--- config.mk ---
export PLATFORM = sky130hd
export DESIGN_NAME = record_engine
export DESIGN_NICKNAME = d
export VERILOG_FILES = /design/src/rtl/record_engine.sv
export SDC_FILE = /design/constraint.sdc
export NUM_CORES = 1
export LEC_CHECK = 0
export ABC_CLOCK_PERIOD_IN_PS = 8500
export CAP_MARGIN = 20
export CORE_MARGIN = 2
export CORE_UTILIZATION = 63
export CTS_CLUSTER_SIZE = 25
export DETAILED_ROUTE_END_ITERATION = 8
export PLACE_DENSITY_LB_ADDON = 0.3
export SLEW_MARGIN = 25
export SYNTH_ARGS = -nofsm -noshare
export SYNTH_HDL_FRONTEND = slang
export SYNTH_SLANG_ARGS = --single-unit
--- constraint.sdc ---
create_clock -name i_clk -period 8.5 [get_ports i_clk]
set_clock_uncertainty 0.15 [all_clocks]
set_input_delay 1.7 -clock i_clk [delete_from_list [all_inputs] [get_ports i_clk]]
set_output_delay 1.7 -clock i_clk [all_outputs]
set_load 0.02 [all_outputs]
--- src/rtl/record_engine.sv ---
// Record engine: buffers codec samples in a small FIFO and streams them to consecutive
// SDRAM word addresses of the chunk chosen by the control core, then reports the length.
module record_engine #(
    parameter logic [22:0] CHUNK_WORDS = 23'h100000,
    parameter int          FIFO_DEPTH  = 16
) (
    input  logic        i_clk,
    input  logic        i_rst,
    input  logic        i_start,
    input  logic [22:0] i_select,
    input  logic        i_pause,
    input  logic        i_stop,
    output logic        o_done,
    input  logic        i_smp_valid,
    input  logic [15:0] i_smp_data,
    output logic        o_mem_write,
    output logic [22:0] o_mem_addr,
    output logic [15:0] o_mem_wdata,
    input  logic        i_mem_wait,
    output logic [22:0] o_rec_len,
    output logic        o_overflow
);

    localparam int          AW      = $clog2(FIFO_DEPTH);
    localparam logic [AW:0] PTR_ONE = {{AW{1'b0}}, 1'b1};

    typedef enum logic [2:0] {
        S_IDLE,
        S_REC,
        S_DRAIN,
        S_DONE,
        S_ABORT
    } state_t;

    state_t      r_state;
    state_t      w_next_state;
    logic        r_start_q;
    logic [22:0] r_base;
    logic [22:0] r_acc_cnt;
    logic [22:0] r_wr_cnt;
    logic        r_overflow;
    logic [AW:0] r_wr_ptr;
    logic [AW:0] r_rd_ptr;
    logic [15:0] r_fifo [FIFO_DEPTH];

    logic w_active;
    logic w_empty;
    logic w_full;
    logic w_mem_write;
    logic w_mem_done;
    logic w_accept;
    logic w_push;
    logic w_drop;
    logic w_begin;
    logic w_flush;

    // Pointers carry one extra wrap bit so full and empty are distinguishable.
    assign w_empty  = (r_wr_ptr == r_rd_ptr);
    assign w_full   = (r_wr_ptr[AW-1:0] == r_rd_ptr[AW-1:0]) && (r_wr_ptr[AW] != r_rd_ptr[AW]);
    assign w_active = (r_state == S_REC) || (r_state == S_DRAIN);

    // During an abort only the already-presented write is kept alive until it is taken.
    assign w_mem_write = (w_active && !w_empty) || (r_state == S_ABORT);
    assign w_mem_done  = w_mem_write && !i_mem_wait;

    assign w_accept = (r_state == S_REC) && i_start && i_smp_valid && !i_pause && !i_stop
                      && (r_acc_cnt < CHUNK_WORDS);
    assign w_push   = w_accept && (!w_full || w_mem_done);
    assign w_drop   = w_accept && w_full && !w_mem_done;

    always_comb begin
        // NOTE: every signal written here gets a default first, so no path infers a latch.
        w_next_state = r_state;
        w_begin      = 1'b0;
        w_flush      = 1'b0;
        case (r_state)
            S_IDLE: begin
                if (i_start && !r_start_q) begin
                    w_next_state = S_REC;
                    w_begin      = 1'b1;
                end
            end
            S_REC, S_DRAIN: begin
                if (!i_start) begin
                    if (w_mem_write && i_mem_wait) begin
                        w_next_state = S_ABORT;
                    end else begin
                        w_next_state = S_IDLE;
                        w_flush      = 1'b1;
                    end
                end else if (r_state == S_REC) begin
                    if (i_stop || (r_acc_cnt == CHUNK_WORDS)) begin
                        w_next_state = S_DRAIN;
                    end
                end else if (w_empty) begin
                    w_next_state = S_DONE;
                end
            end
            S_DONE: begin
                if (!i_start) begin
                    w_next_state = S_IDLE;
                end
            end
            S_ABORT: begin
                if (!i_mem_wait) begin
                    w_next_state = S_IDLE;
                    w_flush      = 1'b1;
                end
            end
            default: begin
                w_next_state = S_IDLE;
                w_flush      = 1'b1;
            end
        endcase
    end

    always_ff @(posedge i_clk or posedge i_rst) begin
        if (i_rst) begin
            r_state    <= S_IDLE;
            r_start_q  <= 1'b0;
            r_base     <= '0;
            r_acc_cnt  <= '0;
            r_wr_cnt   <= '0;
            r_overflow <= 1'b0;
            r_wr_ptr   <= '0;
            r_rd_ptr   <= '0;
        end else begin
            // NOTE: non-blocking assignments so every register samples pre-edge values.
            r_state   <= w_next_state;
            r_start_q <= i_start;

            if (w_begin) begin
                r_base <= i_select;
            end

            if (w_begin) begin
                r_acc_cnt <= '0;
            end else if (w_push) begin
                r_acc_cnt <= r_acc_cnt + 23'd1;
            end

            if (w_begin) begin
                r_wr_cnt <= '0;
            end else if (w_mem_done) begin
                r_wr_cnt <= r_wr_cnt + 23'd1;
            end

            if (w_begin) begin
                r_overflow <= 1'b0;
            end else if (w_drop) begin
                r_overflow <= 1'b1;
            end

            if (w_begin || w_flush) begin
                r_wr_ptr <= '0;
                r_rd_ptr <= '0;
            end else begin
                if (w_push) begin
                    r_wr_ptr <= r_wr_ptr + PTR_ONE;
                end
                if (w_mem_done) begin
                    r_rd_ptr <= r_rd_ptr + PTR_ONE;
                end
            end
        end
    end

    // NOTE: the sample storage has no reset; the pointers alone define which entries are valid.
    always_ff @(posedge i_clk) begin
        if (w_push) begin
            r_fifo[r_wr_ptr[AW-1:0]] <= i_smp_data;
        end
    end

    assign o_done      = (r_state == S_DONE);
    assign o_rec_len   = o_done ? r_wr_cnt : '0;
    assign o_overflow  = r_overflow;
    assign o_mem_write = w_mem_write;
    // Address and data are forced to zero when no write is requested (unwritten FIFO slots are X).
    assign o_mem_addr  = w_mem_write ? (r_base + r_wr_cnt) : '0;
    assign o_mem_wdata = w_mem_write ? r_fifo[r_rd_ptr[AW-1:0]] : '0;

endmodule

# Word level (Yosys, flattened, before mapping)
# Memories as Yosys holds them, arrays and structs flattened.
# Index checks and enable logic that the tools add are counted.
# Widths: inputs -> output; s select.
[word_totals]
n_memories = 1
word_cells = 92
reg_bits = 84
ramBits = 256
input_bits = 46
[op_classes]
n_lt_le_gt_ge = 1
mux = 30
n_eq_ne = 13
n_reduce_logical = 34
addsub = 5
[memory_table]
columns = ["memory", "depth", "word_bits", "rd", "rd_ports_with_merged_regs", "wr", "line", "rtl"]
rows = [
  ["r_fifo", 16, 16, 1, 0, 1, "44", "logic [15:0] r_fifo [FIFO_DEPTH];"],
]
[op_table]
columns = ["op", "count"]
rows = [
  ["$mux 23", 6],
  ["$add 23x1->23 const B", 2],
  ["$mux 3", 8],
  ["$add 23x23->23", 1],
  ["$eq 23x21->1 const B", 1],
  ["$lt 23x21->1 const B", 1],
  ["$mux 5", 4],
  ["$mux 16", 1],
  ["$logic_and 1x1->1", 13],
  ["$pmux 3 s4", 1],
  ["$add 5x1->5 const B", 2],
  ["$reduce_bool 2->1", 5],
  ["$mux 1", 9],
  ["$ne 4x4->1 const B", 2],
  ["$logic_not 1->1", 7],
  ["$eq 3x2->1 const B", 2],
  ["$ne 2x2->1 const B", 3],
  ["$eq 5x5->1", 1],
  ["$logic_or 1x1->1", 5],
  ["$reduce_and 5->1", 1],
  ["$eq 4x4->1", 1],
  ["$reduce_or 2->1", 2],
  ["$eq 3x1->1 const B", 1],
  ["$eq 3x3->1 const B", 1],
  ["3 further kinds", 3],
]

# Longest topological paths before layout
[logic_depth]
depth_word = 10
depth_mapped = 10
ltp_nobuf = 8

# Worst setup path after synthesis
# No wires, ideal clock.
[synth_path]
path_type = "input to register"
from = "input i_start"
to = "memory r_fifo[0][0] (enable)"
setup_slack_ns = 4.083
n_path_buf = 2
setup_ns = 0.409
path_stages = 7
t_arrival_ns = 3.858
path_cell_list = "nor3b_1 > and4_1 > o31a_1 > buf_2 > buf_6 > nand2_1 > nor3_1"
[synth_via]
elab_chain_cells = 8
[synth_rtl]
columns = ["item", "line", "rtl"]
rows = [
  ["from (decl)", "9", "input logic i_start,"],
  ["$logic_and 1x1->1 (4 in series)", "66", "assign w_accept = (r_state == S_REC) && i_start && i_smp_valid && !i_pause && !i_stop"],
  ["$logic_and 1x1->1", "67", "&& (r_acc_cnt < CHUNK_WORDS);"],
  ["$logic_and 1x1->1", "68", "assign w_push = w_accept && (!w_full || w_mem_done);"],
  ["$mux 1", "170", "if (w_push) begin"],
  ["$mux 1 (not written as such)", "171", "r_fifo[r_wr_ptr[AW-1:0]] <= i_smp_data;"],
  ["to (decl)", "44", ""],
]
# No other way between the ends.

# Final worst setup path
[layout_path]
from = "register r_rd_ptr[3]"
to = "output o_mem_addr[22]"
[layout_via]
elab_chain_cells = 5
[layout_rtl]
columns = ["item", "line", "rtl"]
rows = [
  ["from (decl)", "43", "logic [AW:0] r_rd_ptr;"],
  ["from (signal assigned)", "162", "r_rd_ptr <= r_rd_ptr + PTR_ONE;"],
  ["$eq 5x5->1", "58", "assign w_empty = (r_wr_ptr == r_rd_ptr);"],
  ["$logic_not 1->1", "63", "assign w_mem_write = (w_active && !w_empty) || (r_state == S_ABORT);"],
  ["$logic_and 1x1->1", "63", ""],
  ["$logic_or 1x1->1", "63", ""],
  ["$mux 23", "180", "assign o_mem_addr = w_mem_write ? (r_base + r_wr_cnt) : '0;"],
  ["to (decl)", "17", "output logic [22:0] o_mem_addr,"],
]
# No other way between the ends.

==> flow_summary_export.csv <==
group,metric,value,unit
outcome,status,"finished clean",
run,maxCapViolCount,0,
worst_setup_path,cpLargestDelayFamily,"buffers and inverters",
synthesis,synth_top_flop_cell,"edfxtp_1",
worst_setup_path,r2r_cells,6,
die,start_util,63.6,%
timing,tightest_slew,1.10,ns
die,fp-row-count,57,
worst_setup_path,arrival,4.20,ns
worst_setup_path,path_class,"reg -> out",
clocking,clk_latency,0.51,ns
worst_setup_path,crit-reg2reg-launch,"r_rd_ptr[3]",
worst_hold_path,hp-class,"reg -> reg",
die,dieArea,25600,sq um
clocking,cts_tree,"yes",
clocking,cts_root_buf,"clkbuf_16",
grt,antenna_found_initial,0,
die,fp.dieW,160,microns
clocking,holdBufCountCts,0,
synthesis,seq_area_frac_synth,63.9,%
worst_setup_path,cp_cell_sequence,"xnor2_1 > and4_1 > a211o_1 > and3_1 > buf_4 > inv_2 > nand2_1 > o21ai_1 > clkdlybuf4s50_1",
timing,fmax,165,MHz
worst_setup_path,critPathMaxStageDelay,1.06,ns
worst_hold_path,worstHoldPathCells,1,
synthesis,synthArstFlopShare,24.7,%
grt,grt_pass1_vias,9057,
worst_setup_path,cp.required,6.65,ns
synthesis,syn_inst,981,
grt,grtUsageTotal,27.5,%
worst_hold_path,min_to,"r_acc_cnt[22]",
worst_setup_path,startpoint_type,"flop",
clocking,clk_pin_slew,0.06,ns
worst_setup_path,crit_path_top_delay_cell,"dfrtp_1",
timing,setup_tns,0,ns
drt,num_vias,8990,
timing,period_minus_slack,6.05,ns
clocking,postCtsSetupBuffers,0,
drt,routed_via_density,6.24,
clocking,ctsResizeCount,0,
die,ios,111,
finish,area_growth,16.7,%
pwr,power,3890,uW
worst_setup_path,regToRegSetupSlack,4.50,ns
timing,hold_ws,0.356,ns
synthesis,ys_seq_elements,340,
grt,grt_max_degree,70,
placement,dp_hpwl,21.2,mm
grt,overflow,0,
synthesis,yosys_warnings,0,
finish,drive_gt1_share,18.1,%
die,die_h,160,microns
clocking,clk_path_buf_depth,3,
placement,port_buffers,110,
pwr,power_density,218,nW/um^2
worst_setup_path,end_kind,"output pin",
timing,finalSetupViolCount,0,
clocking,cts_max_level,2,
worst_hold_path,min_from,"r_acc_cnt[22]",
timing,max_slew_margin,26.7,%
finish,final_util,74.2,%
drt,first_pass_iters,5,
finish,most-common-layout-cells,"edfxtp_1 (256), clkdlybuf4s50_1 (110), dfrtp_1 (82)",
pwr,vdd_drop_max,0.196,mV
die,core_area,24100,sq um
finish,final_common_cell,"edfxtp_1",
synthesis,syn_nets,1058,
synthesis,syn_avg_cell_area,15.6,sq um
worst_setup_path,cp_max_fo,30,
drt,ant_nets,0,
timing,rsz0062_at_grt,"no",
clocking,cts.sinks,340,
finish,layoutNonFillerInstCount,1440,
timing,period_share,71.1,%
timing,maxSlewViolCount,0,
clocking,cts_buffers,35,
synthesis,synth_edf_count,256,
timing,finalHoldViolCount,0,
drt,dr.first_iter.drc_count,654,
grt,grt_pass1_wl,53.2,mm
finish,antenna_cells,0,
placement,globalplace.congestion,0.898,
finish,fin_nets,1167,
drt,wl,34.0,mm
drt,drc,0,
worst_setup_path,r2r_end,"r_fifo[2][5]",
placement,dp.cells,1377,
synthesis,synth_area,15300,sq um
drt,wl_per_cell,23.6,microns
synthesis,ys_types,61,
worst_setup_path,critPathBufInv,3,
pwr,power.leakage,0.00627,uW
==> worst register-to-register path: cells and delay by family (launching register included) <==
family,cells,cell delay (ns)
DFF,1,1.06
AOI/OAI and AO/OA,1,0.59
xor gates and xnor gates,1,0.22
buffers and inverters,1,0.34
and+or+nand+nor,3,1.35
==> routing by layer <==
metal,GRT usage [%],up-vias,wire length [microns]
met5,0,-,0
met4,6.63,0,590
met3,4.62,53,2440
met2,45.9,412,17100
met1,38.6,4531,13800
li1,-,3994,-
==> cell usage after synthesis, types with 15 or more instances <==
master	n	area (sq um)
xor2_1	33	289
nand2_1	31	116
nor3_1	16	80.1
o21ai_0	16	80.1
dfrtp_1	84	2100
a21oi_1	25	125
nor2_1	88	330
mux4_2	80	1800
ha_1	30	375
and2_1	49	307
buf_2	16	80.1
mux2_2	25	282
nand3_1	15	75.1
xnor2_1	26	228
edfxtp_1	256	7690
nand4_1	20	125
==> metrics by stage <==
step           worst slack, ns  cell area (sq um)
6_report                  2.45              17900
5_1_grt                   2.21              17900
4_1_cts                   2.43              17900
3_5_place_dp              2.77              16700
3_3_place_gp              2.95              16700
2_1_floorplan             4.08              15300
==> logic make-up (layout without fill, tap and decap cells) <==
kind of cell    count (synthesis)  count (layout)  share of synthesized area (%)
compound gates                 95              95                           4.22
simple gates                  278             278                           9.53
buf+inv                        65             200                           2.21
mux                           111             111                           14.0
flops                         340             340                           63.9
xor+xnor                       61              61                           3.58
fa+ha+maj                      31              31                           2.58
==> layout make-up <==
class / instances / area, sq um
multi-input cells: 576 / 5260
well taps: 324 / 405
clock inverters: 21 / 223
clock buffers: 42 / 955
repair buffers: 121 / 1180
inverters: 16 / 61.3
flip-flops and latches: 340 / 9790
fillers: 1522 / 6230
==> sequential cells by signal, summed over array words and instances, names as in the netlist <==
register,cells
r_wr_cnt,23
r_base,23
r_fifo,256
r_start_q,1
r_wr_ptr,5
o_overflow,1
r_state,3
r_acc_cnt,23
r_rd_ptr,5
==> where the power goes <==
group          switching [uW]  leakage (uW)  internal, uW
registers                49.3       0.00341          1840
logic                     235       0.00228           215
clock network             630      0.000573           929
total                     915       0.00627          2980
==> worst max-delay path by stage <==
| stage | to | cells past startpoint | startpoint |
|---|---|---|---|
| finish | o_mem_addr[22] | 9 | r_rd_ptr[3] |
| global route | o_mem_addr[14] | 9 | r_rd_ptr[3] |
| CTS | o_mem_addr[18] | 9 | r_rd_ptr[3] |
| detailed placement | r_fifo[3][1] | 7 | i_start |
| global placement | r_fifo[3][2] | 7 | i_start |
| floorplan | r_fifo[0][0] | 7 | i_start |
No activity file was read; power rests on OpenSTA's default activity.
